==> config.mk <==
export PLATFORM = sky130hd
export DESIGN_NAME = mem_port_arbiter
export DESIGN_NICKNAME = d
export VERILOG_FILES = /design/src/rtl/mem_arb_pkg.sv /design/src/rtl/arb_pick2.sv /design/src/rtl/mem_port_arbiter.sv
export SDC_FILE = /design/constraint.sdc
export NUM_CORES = 1
export LEC_CHECK = 0
export ABC_AREA = 0
export ABC_CLOCK_PERIOD_IN_PS = 4300
export BUFFER_PORTS_ARGS = -buffer_cell sky130_fd_sc_hd__buf_2
export CAP_MARGIN = 0
export CELL_PAD_IN_SITES_DETAIL_PLACEMENT = 0
export CELL_PAD_IN_SITES_GLOBAL_PLACEMENT = 1
export CORE_AREA = 4 4 115 117
export CTS_BUF_LIST = sky130_fd_sc_hd__clkbuf_4
export CTS_CLUSTER_DIAMETER = 200
export CTS_CLUSTER_SIZE = 12
export DETAILED_ROUTE_END_ITERATION = 8
export DIE_AREA = 0 0 119 121
export PLACE_DENSITY = 0.8
export RECOVER_POWER = 25
export SLEW_MARGIN = 20
export SYNTH_ARGS = -nofsm -noshare
export SYNTH_HDL_FRONTEND = slang
export SYNTH_SLANG_ARGS = --single-unit
==> constraint.sdc <==
create_clock -name clk -period 4.3 [get_ports clk]
set_input_delay 0.215 -clock clk [delete_from_list [all_inputs] [get_ports clk]]
set_output_delay 0.215 -clock clk [all_outputs]
set_load 0.005 [all_outputs]
==> src/rtl/mem_arb_pkg.sv <==
// Shared definitions for the two-port memory arbiter: FSM encodings,
// requester ids and the hold counter width helper.
package mem_arb_pkg;

  typedef enum logic [1:0] {
    ST_IDLE = 2'd0,
    ST_OWN0 = 2'd1,
    ST_OWN1 = 2'd2
  } state_t;

  localparam int REQ_CORE = 0;
  localparam int REQ_LOAD = 1;

  // The counter must be able to hold HOLD_MAX itself.
  function automatic int hold_cnt_width(input int hold_max);
    return $clog2(hold_max + 1);
  endfunction

endpackage

==> src/rtl/arb_pick2.sv <==
// Combinational 2-way picker: one-hot pick among req, fixed priority to
// requester 0 or round-robin against rr_last when rr_mode is set.
module arb_pick2 (
  input  logic [1:0] req,
  input  logic       rr_last,
  input  logic       rr_mode,
  output logic [1:0] pick
);

  always_comb begin
    pick = req;
    if (req == 2'b11) begin
      pick = (rr_mode && !rr_last) ? 2'b10 : 2'b01;
    end
  end

endmodule

==> src/rtl/mem_port_arbiter.sv <==
// Arbitrates one single-port word memory between core (0) and loader (1),
// with bounded lock ownership. Define MEM_ARB_RR_EN for round-robin ties.
module mem_port_arbiter
  import mem_arb_pkg::*;
#(
  parameter int WORD_LENGTH = 32,
  parameter int ADDR_WIDTH  = 32,
  parameter int HOLD_MAX    = 4
) (
  input  logic                     clk,
  input  logic                     rst,
  input  logic [1:0]               req,
  input  logic [1:0]               lock,
  input  logic [1:0]               we,
  input  logic [2*ADDR_WIDTH-1:0]  addr,
  input  logic [2*WORD_LENGTH-1:0] wdata,
  output logic [1:0]               gnt,
  output logic [1:0]               rvalid,
  output logic [WORD_LENGTH-1:0]   rdata,
  output logic [ADDR_WIDTH-1:0]    mem_address,
  output logic [ADDR_WIDTH-1:0]    mem_write_add,
  output logic [WORD_LENGTH-1:0]   mem_write_data,
  output logic                     mem_write_enable,
  output logic                     mem_read_enable,
  input  logic [WORD_LENGTH-1:0]   mem_data_out,
  output logic [1:0]               dbg_state
);

  localparam int HW = hold_cnt_width(HOLD_MAX);
  localparam logic [HW-1:0] HOLD_LIM = HW'(HOLD_MAX);

  state_t          state, state_nxt;
  logic [HW-1:0]   hold_cnt, hold_nxt;
  logic [1:0]      lock_blk, lock_blk_nxt;
  logic [1:0]      pick, gnt_c, rd_gnt;
  logic            rr_last, rr_mode;
  logic            winner, any_gnt;

`ifdef MEM_ARB_RR_EN
  assign rr_mode = 1'b1;
  always_ff @(posedge clk) begin
    if (!rst) rr_last <= 1'b1;
    else if (any_gnt) rr_last <= gnt[REQ_LOAD];
  end
`else
  assign rr_mode = 1'b0;
  assign rr_last = 1'b1;
`endif

  arb_pick2 u_pick (
    .req     (req),
    .rr_last (rr_last),
    .rr_mode (rr_mode),
    .pick    (pick)
  );

  always_ff @(posedge clk) begin
    if (!rst) begin
      state    <= ST_IDLE;
      hold_cnt <= '0;
      lock_blk <= 2'b00;
    end else begin
      state    <= state_nxt;
      hold_cnt <= hold_nxt;
      lock_blk <= lock_blk_nxt;
    end
  end

  always_comb begin
    state_nxt    = state;
    hold_nxt     = hold_cnt;
    gnt_c        = 2'b00;
    // A block only survives while its lock input stays asserted.
    lock_blk_nxt = lock_blk & lock;
    case (state)
      ST_IDLE: begin
        gnt_c = pick;
        if (pick[0] && lock[0] && !lock_blk[0]) begin
          state_nxt = ST_OWN0;
          hold_nxt  = HW'(1);
        end else if (pick[1] && lock[1] && !lock_blk[1]) begin
          state_nxt = ST_OWN1;
          hold_nxt  = HW'(1);
        end
      end
      ST_OWN0: begin
        gnt_c = {1'b0, req[0]};
        if (!lock[0]) begin
          state_nxt = ST_IDLE;
          hold_nxt  = '0;
        end else if (hold_cnt == HOLD_LIM) begin
          state_nxt       = ST_IDLE;
          hold_nxt        = '0;
          lock_blk_nxt[0] = 1'b1;
        end else begin
          hold_nxt = hold_cnt + HW'(1);
        end
      end
      ST_OWN1: begin
        gnt_c = {req[1], 1'b0};
        if (!lock[1]) begin
          state_nxt = ST_IDLE;
          hold_nxt  = '0;
        end else if (hold_cnt == HOLD_LIM) begin
          state_nxt       = ST_IDLE;
          hold_nxt        = '0;
          lock_blk_nxt[1] = 1'b1;
        end else begin
          hold_nxt = hold_cnt + HW'(1);
        end
      end
      default: state_nxt = ST_IDLE;
    endcase
  end

  // No access is granted while reset is asserted.
  assign gnt       = gnt_c & {2{rst}};
  assign any_gnt   = |gnt;
  assign winner    = gnt[REQ_LOAD];
  assign rd_gnt    = gnt & ~we;
  assign dbg_state = state;

  always_comb begin
    mem_address      = '0;
    mem_write_data   = '0;
    mem_write_enable = 1'b0;
    mem_read_enable  = 1'b0;
    if (any_gnt) begin
      if (winner) begin
        mem_address    = addr[REQ_LOAD*ADDR_WIDTH +: ADDR_WIDTH];
        mem_write_data = wdata[REQ_LOAD*WORD_LENGTH +: WORD_LENGTH];
      end else begin
        mem_address    = addr[REQ_CORE*ADDR_WIDTH +: ADDR_WIDTH];
        mem_write_data = wdata[REQ_CORE*WORD_LENGTH +: WORD_LENGTH];
      end
      mem_write_enable = we[winner];
      mem_read_enable  = !we[winner];
    end
  end

  assign mem_write_add = mem_address;

  always_ff @(posedge clk) begin
    if (!rst) begin
      rvalid <= 2'b00;
      rdata  <= '0;
    end else begin
      rvalid <= rd_gnt;
      if (|rd_gnt) rdata <= mem_data_out;
    end
  end

endmodule
==> results.md <==
* Avg Vias per Cell at 4.60
* DR pass1 iterations at 4
* Adder-Cell Fraction of Synth Area at 2.87%
* Total of max-cap violations at 0
* Tightest Pin Transition at 1.35 ns
* Setup TNS at 0 ns
* Final setup violation count at 0
* Post-cts resize count at 0
* Syn nets at 487
* Crit path capture type: primary output
* Final Instance Area at 4040 um^2
* R2R setup slack at 1.36 ns
* Global-route wire length before repair at about 18 mm
* Final period utilization at 73.7%
* Largest area contributor in the netlist: dfxtp_1
* Top_reg_cell synth: dfxtp_1
* Sequential Power Share at 39.3%
* Final worst slack at 1.13 ns
* Die Wd at 119 um
* Clock transition at path regs at 0.13 ns
* Post-CTS Repair Setup Buffers at 0
* Sequential-to-total area share from yosys stat at around 31%
* Pleak at ~0.0022 uW
* Fmax achieved at 0.316 GHz
* IO Port Bufs at 303
* Placed cell area at between 3000 and 4000 um^2
* Worst Setup Start Kind: flop
* Final Max Slew Viols at 0
* CTS Hold Bufs at 0
* Fillers at 1314
* Place WS at 1.50 ns
* Crit path DAT at between 2 and 3 ns
* VDD IR max at 0.210 mV
* Vias in the first global route at 3216
* Most common cell after layout, fill and taps aside: buf_2
* Area fraction in compound gates after synthesis at a little under two fifths
* Site Rows at 41
* HP Class: input port to flop
* Slew margin rel. at under 10%
* Worst R2R Path Depth at 6
* CTS Buffer Depth at 2
* Tot GR Track Use at between 10% and 20%
* CP Launch Point: dbg_state[0]
* Starting DRT DRC Count at 264
* Kind of critical path: flop to primary output
* Total Wirelength at 11.9 mm
* Initial antenna violation count at 0
* Nets at 741
* Starting utilization of the core area at 21.2%
* Switching Power at between 300 and 400 uW
* FF-to-FF Start: dbg_state[0]
* Most frequent cells in the layout: buf_2, a22o_1, dfxtp_1
* Largest net degree at the start of global routing at around 70
* H-tree depth at 2
* Core box area at 12400 um^2
* Combinational power share at 31.9%
* Final ANT Viol Nets at 0
* Capture point of the worst path: mem_write_add[26]
* Warnings from Yosys at 0
* Switching Share at 29.6%
* Clock Sinks at ~40
* FF+latch count, synth at between 40 and 50
* Clock Skew at 0.00734 ns
* Post-Syn Instances at 313
* Ports at 304
* Netlist Area Pre-Place at 2620 um^2
* Area delta synth->final at 54.2%
* Period minus WS final at 3.17 ns
* Clk network pwr share at 28.8%
* Top cells by area, synth: dfxtp_1, a22o_1, buf_4
* Die Y-Extent at 121 um
* Critical Path RT at a little over 4 ns
* Post-Synth Simple-Gate Area at 10.3%
* Routed len/inst at 16.1 um
* Cell area power density at 268 nW/um^2
* Async S/R FF share, synth at 0%
* Area of the die at 14400 um^2
* Layout Utilization at 32.7%
* Clock Latency Late Sink at 0.35 ns
* CTS tree: built
* RSZ-0062 raised after global routing: false
* Antenna Cells at 0
* Outcome: finished clean
* End of the worst register-to-register path: rdata[21]
* XOR/XNOR Fraction of Synth Area at 0%
* Critical path peak fanout at 41
* Netlist cell types at 31
* DR DRC count at 0
* Share of post-route cells with drive strength above 1 at 52.3%
* Clock Tree Root: clkbuf_4
* Routability congestion estimate at between 0.8 and 0.9
* Total grt overflow at 0
* DP Wirelength at 9.75 mm
* EDFF count, synth at 0
* Largest family of logic cells by synthesized area: compound AO/OA/AOI/OAI gates
* Post-synth top area share at 31.3%
* Routed vias at approximately 3400
* Mux cell area share after synthesis at less than 1%
* CTS buffer count at 5
* Mapped Avg Cell Area at about 8.4 um^2
* Final Hold Viols at 0
* Internal Power at between 700 and 800 uW
## synthesized netlist by cell type, types with 2 or more instances
cell	count
a22o_1	66
dfxtp_1	41
nand2_1	40
o21ai_0	35
buf_4	33
o21ai_1	30
clkbuf_1	12
buf_6	8
buf_2	7
ha_1	6
inv_1	5
a31oi_1	4
nand3_1	3
nor2_1	3
nand3b_1	2
nor2b_1	2
o22ai_1	2
## registers in the layout, summed over array words and instances (netlist names)
register	count
rvalid	2
dbg_state	2
hold_cnt	3
rdata	32
lock_blk	2
## worst min path at each step
| stage | startpoint | endpoint | slack (ns) | cells after the start |
|---|---|---|---|---|
| finish | mem_data_out[13] | rdata[13] | 0.09 | 3 |
| floorplan | lock[0] | lock_blk[0] | 0.33 | 2 |
| CTS | mem_data_out[13] | rdata[13] | 0.07 | 3 |
| detailed placement | rdata[25] | rdata[25] | 0.44 | 2 |
| global placement | rdata[13] | rdata[13] | 0.43 | 2 |
| global route | mem_data_out[14] | rdata[14] | 0.07 | 3 |
## critical path: stages, from the launching register on
cell,delay [ns]
dfxtp_1,0.44
inv_1,0.10
ha_1,0.26
nor2b_1,0.16
o211a_2,0.27
nor2b_4,0.47
buf_4,0.48
a22o_1,0.27
buf_2,0.15
## cells by family after synthesis
group | Yosys count
buf+inv | 65
mux | 2
flops | 41
simple gates | 56
fa+ha+maj | 6
compound gates | 143
## stage by stage
stage / hold WS [ns] / power (uW) / instances
CTS: 0.0683 / 1100 / 740
detailed placement: 0.438 / 785 / 732
floorplan: 0.334 / 617 / 313
global placement: 0.433 / 780 / 732
global route: 0.0692 / 1150 / 740
finish: 0.0856 / 1080 / 740
## layout make-up
| cell class | count | area, um^2 | share of cell area, % |
|---|---|---|---|
| Sequential cell | 41 | 821 | 20.3 |
| Clock inverter | 3 | 65.1 | 1.61 |
| Multi-Input combinational cell | 207 | 1370 | 33.9 |
| Inverter | 5 | 18.8 | 0.465 |
| Timing Repair Buffer | 307 | 1510 | 37.5 |
| Clock buffer | 5 | 37.5 | 0.929 |
| Tap cell | 172 | 215 | 5.33 |
## metal layers
metal  vias to the layer above  global-route usage [%]  share of wire [%]
li1                       1624                       -                  -
met1                      1589                    19.2                 40
met2                       182                    25.5                 49
met3                        10                    4.71                 11
met4                         0                    2.46               0.69
met5                         -                       0                  0
## power groups by stage
stage	logic, uW	clock network (uW)	registers, uW
after floorplan	182	0	434
after global placement	349	0	432
after detailed placement	353	0	432
after CTS	354	322	425
after global routing	382	342	429
final	345	312	425
Power figures use the tool's default switching activity.
